--- config.mk ---
export PLATFORM = sky130hd
export DESIGN_NAME = ps2_mouse_init
export DESIGN_NICKNAME = d
export VERILOG_FILES = /design/src/rtl/ps2_pkg.sv /design/src/rtl/ps2_timer.sv /design/src/rtl/ps2_mouse_init.sv
export SDC_FILE = /design/constraint.sdc
export NUM_CORES = 1
export LEC_CHECK = 0
export BUFFER_PORTS_ARGS = -buffer_cell sky130_fd_sc_hd__buf_2
export CAP_MARGIN = 20
export CORE_AREA = 5 5 82 84
export DETAILED_ROUTE_END_ITERATION = 12
export DIE_AREA = 0 0 87 89
export GPL_ROUTABILITY_DRIVEN = 0
export HOLD_SLACK_MARGIN = 0.05
export PLACE_DENSITY = 0.78
export SETUP_SLACK_MARGIN = 0.15
export SYNTH_ARGS = -nofsm -noshare
export SYNTH_HDL_FRONTEND = slang
export SYNTH_HIERARCHICAL = 1
export SYNTH_SLANG_ARGS = --single-unit
--- constraint.sdc ---
create_clock -name clk -period 6 [get_ports clk]
set_clock_uncertainty 0.05 [all_clocks]
set_input_delay 0.6 -clock clk [delete_from_list [all_inputs] [get_ports clk]]
set_output_delay 0.6 -clock clk [all_outputs]
set_load 0.1 [all_outputs]
--- src/rtl/ps2_pkg.sv ---
// Shared PS/2 mouse command/response bytes, timer width and bring-up state encoding.
package ps2_pkg;

    localparam logic [7:0] CMD_RESET  = 8'hFF;
    localparam logic [7:0] CMD_ENABLE = 8'hF4;
    localparam logic [7:0] RSP_ACK    = 8'hFA;
    localparam logic [7:0] RSP_RESEND = 8'hFE;
    localparam logic [7:0] RSP_BAT_OK = 8'hAA;
    localparam logic [7:0] RSP_ID     = 8'h00;

    localparam int unsigned TMR_W = 26;

    typedef enum logic [3:0] {
        ST_PWR_WAIT,
        ST_SEND_RST,
        ST_WAIT_ACK1,
        ST_WAIT_BAT,
        ST_WAIT_ID,
        ST_SEND_EN,
        ST_WAIT_ACK2,
        ST_RUN,
        ST_FAIL
    } state_t;

    function automatic logic is_wait(input state_t s);
        return (s == ST_WAIT_ACK1) || (s == ST_WAIT_BAT) ||
               (s == ST_WAIT_ID)   || (s == ST_WAIT_ACK2);
    endfunction

    function automatic logic [7:0] expected_rsp(input state_t s);
        case (s)
            ST_WAIT_ACK1, ST_WAIT_ACK2: return RSP_ACK;
            ST_WAIT_BAT:                return RSP_BAT_OK;
            default:                    return RSP_ID;
        endcase
    endfunction

    function automatic logic [1:0] sat_inc(input logic [1:0] v);
        return (v == 2'd3) ? v : v + 2'd1;
    endfunction

endpackage

--- src/rtl/ps2_timer.sv ---
// Countdown timer for the bring-up FSM; expired flags a count of zero outside a load cycle.
module ps2_timer
    import ps2_pkg::*;
#(
    parameter int unsigned RST_VAL = 0
) (
    input  logic             clk,
    input  logic             rst,
    input  logic             load,
    input  logic [TMR_W-1:0] limit,
    input  logic             en,
    output logic             expired
);

    logic [TMR_W-1:0] count;

    // The load cycle is itself the first cycle of the window, hence limit-1.
    always_ff @(posedge clk) begin
        if (rst) begin
            count <= TMR_W'(RST_VAL);
        end else if (load) begin
            count <= (limit == '0) ? '0 : limit - TMR_W'(1);
        end else if (en && (count != '0)) begin
            count <= count - TMR_W'(1);
        end
    end

    assign expired = !load && (count == '0);

endmodule

--- src/rtl/ps2_mouse_init.sv ---
// PS/2 mouse bring-up: reset, BAT and ID check, enable streaming, with bounded retries.
module ps2_mouse_init
    import ps2_pkg::*;
#(
    parameter int unsigned PWR_DELAY = 5000000,
    parameter int unsigned T_ACK     = 1000000,
    parameter int unsigned T_BAT     = 50000000,
    parameter int unsigned MAX_RETRY = 3
) (
    input  logic       clk,
    input  logic       rst,
    input  logic       reinit,
    output logic       tx_stb,
    output logic [7:0] tx_data,
    input  logic       tx_busy,
    input  logic       tx_err,
    input  logic       rx_rdy,
    input  logic [7:0] rx_data,
    output logic       rx_done,
    output logic       run,
    output logic       fail,
    output logic [1:0] retries
);

    state_t           state;
    logic             tmr_load;
    logic             tmr_en;
    logic             tmr_expired;
    logic [TMR_W-1:0] tmr_limit;
    logic             in_wait;
    logic [1:0]       retries_inc;
    logic             hit_max;

    always_comb begin
        in_wait     = is_wait(state);
        tmr_en      = in_wait || (state == ST_PWR_WAIT);
        tmr_limit   = (state == ST_WAIT_BAT) ? TMR_W'(T_BAT) : TMR_W'(T_ACK);
        retries_inc = sat_inc(retries);
        hit_max     = (32'(retries_inc) == MAX_RETRY);
    end

    // Consume is combinational so the held byte is released in the cycle it is judged.
    assign rx_done = !rst && in_wait && rx_rdy;

    ps2_timer #(
        .RST_VAL(PWR_DELAY)
    ) u_timer (
        .clk     (clk),
        .rst     (rst),
        .load    (tmr_load),
        .limit   (tmr_limit),
        .en      (tmr_en),
        .expired (tmr_expired)
    );

    always_ff @(posedge clk) begin
        if (rst) begin
            state    <= ST_PWR_WAIT;
            retries  <= '0;
            tx_stb   <= 1'b0;
            tx_data  <= '0;
            run      <= 1'b0;
            fail     <= 1'b0;
            tmr_load <= 1'b0;
        end else begin
            tx_stb   <= 1'b0;
            tmr_load <= 1'b0;
            if (reinit && (state != ST_PWR_WAIT)) begin
                state   <= ST_SEND_RST;
                retries <= '0;
                run     <= 1'b0;
                fail    <= 1'b0;
            end else begin
                case (state)
                    ST_PWR_WAIT: begin
                        if (tmr_expired) state <= ST_SEND_RST;
                    end
                    ST_SEND_RST, ST_SEND_EN: begin
                        if (tx_err) begin
                            retries <= retries_inc;
                            fail    <= hit_max;
                            state   <= hit_max ? ST_FAIL : ST_SEND_RST;
                        end else if (!tx_busy) begin
                            tx_stb   <= 1'b1;
                            tmr_load <= 1'b1;
                            if (state == ST_SEND_RST) begin
                                tx_data <= CMD_RESET;
                                state   <= ST_WAIT_ACK1;
                            end else begin
                                tx_data <= CMD_ENABLE;
                                state   <= ST_WAIT_ACK2;
                            end
                        end
                    end
                    ST_WAIT_ACK1, ST_WAIT_BAT, ST_WAIT_ID, ST_WAIT_ACK2: begin
                        if (rx_rdy && (rx_data == expected_rsp(state))) begin
                            case (state)
                                ST_WAIT_ACK1: begin
                                    state    <= ST_WAIT_BAT;
                                    tmr_load <= 1'b1;
                                end
                                ST_WAIT_BAT: begin
                                    state    <= ST_WAIT_ID;
                                    tmr_load <= 1'b1;
                                end
                                ST_WAIT_ID: state <= ST_SEND_EN;
                                default: begin
                                    state <= ST_RUN;
                                    run   <= 1'b1;
                                end
                            endcase
                        end else if (rx_rdy && (rx_data == RSP_RESEND) &&
                                     ((state == ST_WAIT_ACK1) || (state == ST_WAIT_ACK2))) begin
                            retries <= retries_inc;
                            fail    <= hit_max;
                            if (hit_max)                    state <= ST_FAIL;
                            else if (state == ST_WAIT_ACK1) state <= ST_SEND_RST;
                            else                            state <= ST_SEND_EN;
                        end else if (rx_rdy || tx_err || tmr_expired) begin
                            retries <= retries_inc;
                            fail    <= hit_max;
                            state   <= hit_max ? ST_FAIL : ST_SEND_RST;
                        end
                    end
                    default: ;
                endcase
            end
        end
    end

endmodule

== After elaboration in Yosys (flattened, before gate mapping) ==
Index checks and enable logic that the tools add are counted.

* Bitwise gates (word level): 5
* Add/sub/neg operators: 3
* Equal/unequal tests: 19
* Mux-type cells: 38
* Reductions and logical operators: 38

{| class="wikitable"
|+ Operator list
! operator !! number
|-
| $mux 26 || 4
|-
| $logic_not 26->1 || 2
|-
| $sub 26x1->26 const B || 2
|-
| $mux 4 || 9
|-
| $reduce_bool 26->1 || 1
|-
| $mux 8 || 3
|-
| $pmux 8 s2 || 1
|-
| $reduce_and 4->1 || 4
|-
| $eq 4x3->1 const B || 3
|-
| $pmux 4 s3 || 1
|-
| $mux 2 || 5
|-
| $mux 1 || 9
|-
| $pmux 3 s3 || 1
|-
| $eq 4x2->1 const B || 2
|-
| $eq 8x8->1 || 1
|-
| $eq 8x8->1 const B || 1
|-
| $logic_and 1x1->1 || 8
|-
| $ne 4x4->1 const B || 2
|-
| $reduce_bool 4->1 || 2
|-
| $reduce_or 2->1 || 4
|-
| $logic_or 1x1->1 || 7
|-
| $mux 3 || 2
|-
| $ne 2x2->1 const B || 3
|-
| $ne 3x3->1 const B || 2
|-
| 15 further kinds || 24
|}

* Input port bits: 14
* Output and inout bits: 14
* Bits in registers: 44

== Depth between registers and ports, before layout ==
* Word-level depth: 11
* Depth in mapped cells: 14
* Gate-level depth less buffers: 11

== Cells and area by module ==
The synthesis kept the hierarchy.

{| class="wikitable"
|+ By module, submodules not included
! module !! seq. area each (um^2) !! instances !! area an instance (um^2) !! cells each
|-
| ps2_timer || 520.5 || 1 || 2,293.4 || 303
|-
| ps2_mouse_init || 240.2 || 1 || 853.3 || 111
|}

== Least setup slack after synthesis ==
OpenSTA, ideal clock, no wires.

* Path kind: reg2out
* Start: reg state[0]
* End: out rx_done
* Stages on the path, launching flop included: 5
* Data required time: 5.350 ns
* Arrival: 3.024 ns
* Setup slack: 2.326 ns
* Cells stage by stage: dfxtp_1 > buf_1 > a21oi_1 > o21ai_0 > nor3b_1

* Longest elaborated chain between the ends: 6

{| class="wikitable"
|+ Ends and longest elaborated chain
! element !! line !! text
|-
| from (decl) || ps2_mouse_init.sv:25 || <nowiki>state_t state;</nowiki>
|-
| from (signal assigned) || ps2_mouse_init.sv:82 || <nowiki>state <= hit_max ? ST_FAIL : ST_SEND_RST;</nowiki>
|-
| from (signal assigned) || ps2_mouse_init.sv:122 || <nowiki>state <= hit_max ? ST_FAIL : ST_SEND_RST;</nowiki>
|-
| $eq 4x2->1 || ps2_pkg.sv:26 || <nowiki>return (s == ST_WAIT_ACK1) || (s == ST_WAIT_BAT) ||</nowiki>
|-
| $logic_or 1x1->1 (2 in a row) || ps2_pkg.sv:26 ||
|-
| $logic_or 1x1->1 (*) || ps2_pkg.sv:27 || <nowiki>(s == ST_WAIT_ID) || (s == ST_WAIT_ACK2);</nowiki>
|-
| $logic_and 1x1->1 (*) (2 in a row) || ps2_mouse_init.sv:43 || <nowiki>assign rx_done = !rst && in_wait && rx_rdy;</nowiki>
|-
| to (decl) || ps2_mouse_init.sv:19 || <nowiki>output logic rx_done,</nowiki>
|}

Every way passes the cells marked *; elsewhere a longest branch is shown, timed or not.

== Worst setup path in the final report ==
* Start: reg u_timer.count[1]
* End: reg state[0]

* Longest elaborated chain between the ends: 5

{| class="wikitable"
|+ Ends and longest elaborated chain
! element !! line !! text
|-
| from (decl) || ps2_timer.sv:15 || <nowiki>logic [TMR_W-1:0] count;</nowiki>
|-
| from (signal assigned) || ps2_timer.sv:20 || <nowiki>count <= TMR_W'(RST_VAL);</nowiki>
|-
| from (signal assigned) || ps2_timer.sv:22 || <nowiki>count <= (limit == '0) ? '0 : limit - TMR_W'(1);</nowiki>
|-
| from (signal assigned) || ps2_timer.sv:24 || <nowiki>count <= count - TMR_W'(1);</nowiki>
|-
| $logic_not 26->1 (*) || ps2_timer.sv:28 || <nowiki>assign expired = !load && (count == '0);</nowiki>
|-
| $logic_and 1x1->1 (*) || ps2_timer.sv:28 ||
|-
| via tmr_expired || ps2_mouse_init.sv:28 || <nowiki>logic tmr_expired;</nowiki>
|-
| $logic_or 1x1->1 || ps2_mouse_init.sv:119 || <nowiki>end else if (rx_rdy || tx_err || tmr_expired) begin</nowiki>
|-
| $ne 5x5->1 (no source line) || n/a ||
|-
| $reduce_and 4->1 (no source line) (*) || n/a ||
|}

The timed path passes the listed nets; every way through them passes the cells marked *.
A chain may end at the register's enable or synchronous reset.

==> impl_metrics.tcl <==
set metrics [dict create \
    gr-total-overflow 0 \
    portBuffers 27 \
    setup_viol 0 \
    yosysTopAreaCell "dfxtp_1" \
    hp-start "run" \
    max_clock_freq_mhz 256.0 \
    yosys-top-cells-area "dfxtp_1 24%, nor2_1 4.8%, nor3_1 4.0%, xnor2_1 3.9%, a21oi_1 3.5%" \
    cts_htree_levels 2 \
    path_buf_inv 2 \
    powerDensity_mw_per_mm2 177.1 \
    cp-start-kind "flop" \
    hold_viol_final 0 \
    drc 0 \
    die_area_mm2 0.007743 \
    nets 485 \
    antenna_found_initial 0 \
    clock_sinks 38 \
    avgSynthCellArea_um2 7.601 \
    period_minus_slack_ns 3.907 \
    endpoint_kind "flop" \
    die_w_um 87 \
    post_cts_buffers 0 \
    tightest_slew_ns 0.9193 \
    min_path_type "flop to flop" \
    ys_types 72 \
    cts-resized-gates 0 \
    synth_top_area_share_pct 24.17 \
    relSlewSlack_pct 38.63 \
    yosysWarnings 6 \
    hpwl_um 6297 \
    num_rows 28 \
    cp_top_family "simple AND/OR/NAND/NOR gates" \
    path_max_fanout 14 \
    fin_crit_sh_pct 65.12 \
    clk_pin_slew_worst_paths_ns 0.08 \
    antenna_left 0 \
    core_mm2 0.005851 \
    grt_first_pass_wirelength_um 14210 \
    grt_pass1_vias 2897 \
    cts_made_buffers 5 \
    grt_max_degree 37 \
    yosys-top-cells-count "40 x nor2_1, 38 x dfxtp_1, 25 x nor3_1" \
    seq_area_frac_synth_pct 24.17 \
    wl_per_cell_um 16.10 \
    cp-startpoint "u_timer/count[1]" \
    synth-async-reset-ratio_pct 0 \
    design_area_mm2 0.003510 \
    die_h_um 89 \
    crit_arrival_ns 4.00 \
    syn_inst 414 \
    io_pins 28 \
    start_util_pct 53.79 \
    syn_to_final_growth_pct 11.53 \
    cts_buffer_depth 2 \
    slew_viol_final 0 \
    leakagePower_uw 0.001226 \
    synth_edf_count 0 \
    drt_iter0_markers 256 \
    drv_cap 0 \
    track_usage_pct 22.88 \
    synthesis.area_mm2 0.003147 \
    finalSetupTns_ns 0 \
    vias 3397 \
    placed_area_mm2 0.003392 \
    antenna_cells 0 \
    nFillCells 523 \
    clk_latency_ns 0.29 \
    avgViaCountPerCell 6.256 \
    clockRootBuffer "clkbuf_8" \
    ir_worst_vdd_mv 0.07394 \
    worstPathCellList "inv_1 -> ha_1 -> or4b_1 -> nor4_4 -> nand3_1 -> inv_1 -> nor4_1 -> nor2_1 -> nand3_1 -> a2111oi_0 -> a221oi_1" \
    yosys_register_bits 38 \
    r2r_start "u_timer/count[1]" \
    crit_required_ns 6.09 \
    critPathMaxStageDelay_ns 0.65 \
    slowest_stage "or4b_1" \
    cts-hold-fix-buffers 0 \
    status "complete, no violations" \
    first_pass_iters 5 \
    yosysMostFrequentCell "nor2_1" \
    wirelength_um 8744 \
    worstSetupPathType "flop to flop" \
    cts_tree "done" \
    synth_flop_cell "dfxtp_1" \
    rsz0062_at_grt "no" \
    final_layout_size_suffix_gt1_share_pct 11.32 \
]
## metrics by stage
stage / hold WS [ns] / setup slack (ns) / std cells / util, % / total power (µW)
finish: 0.4086 / 2.093 / 543 / 59.99 / 621.7
CTS: 0.4155 / 1.745 / 541 / 59.39 / 618.3
global route: 0.4853 / 1.826 / 543 / 59.99 / 650.1
floorplan: 0.4248 / 2.326 / 461 / - / 414.1
detailed placement: 0.3957 / 1.753 / 535 / 57.98 / 441.3
global placement: 0.3879 / 1.981 / 535 / 57.98 / 435.2
## logic make-up after synthesis
kind of cell	after synthesis	share of synthesized area, %
AO/OA/AOI/OAI	118	27.12
XOR/XNOR	19	5.288
AND/OR/NAND/NOR	184	33.56
flip-flops	38	24.17
adder cells (fa/ha/maj)	2	0.7951
other	2	0.2387
multiplexers	5	1.591
buffers and inverters	46	7.236
## area by class of cell
class | instances | area, µm² | area share [%]
inverters | 18 | 67.56 | 1.925
repair buffers | 29 | 170.2 | 4.848
clock buffers | 6 | 82.58 | 2.353
multi-input cells | 377 | 2335 | 66.52
flip-flops and latches | 38 | 760.7 | 21.68
well taps | 75 | 93.84 | 2.674
## sequential cells by signal, summed over array words and instances (netlist names)
signal,flops
tx_data,2
fail,1
run,1
tmr_load,1
state,4
tx_stb,1
u_timer/count,26
retries,2
## where the power goes
group          internal, µW  total (µW)  leakage (µW)  switching, µW
Sequential              270         299      0.000308           29.0
Combinational          60.4         143      0.000875           82.4
Clock                  88.8         180     0.0000431           90.7
Total                   420         622       0.00123            202
## worst paths after layout
path | cells after the start | endpoint | slack, ns
max reg2reg | 11 | state[0] | 2.09
max | 11 | state[0] | 2.09
min reg2reg | 2 | run | 0.41
min | 2 | run | 0.41
## routing by layer
layer	global-route usage [%]	vias to the layer above	wire length [µm]
met3	3.594	22	645
li1	-	1648	-
met5	0	-	0
met4	8.924	0	195
met2	38.23	161	4165
met1	29.62	1566	3737
## worst reg2reg max path, stage by stage, from the launching register on
cell,delay (ns)
dfxtp_1,0.38
inv_1,0.09
ha_1,0.18
or4b_1,0.65
nor4_4,0.49
nand3_1,0.30
inv_1,0.51
nor4_1,0.09
nor2_1,0.17
nand3_1,0.23
a2111oi_0,0.49
a221oi_1,0.14
## placed cells by master, fill, tap and decap left out, types with 12 or more instances in the layout
| cell type | count |
|---|---|
| inv_1 | 18 |
| nand4_1 | 12 |
| nand2_1 | 24 |
| o21ai_0 | 18 |
| nor2_1 | 40 |
| nor4_1 | 13 |
| a21oi_1 | 22 |
| buf_2 | 27 |
| conb_1 | 49 |
| xnor2_1 | 14 |
| nor3_1 | 25 |
| dfxtp_1 | 38 |
No activity file was read; power rests on OpenSTA's default activity.
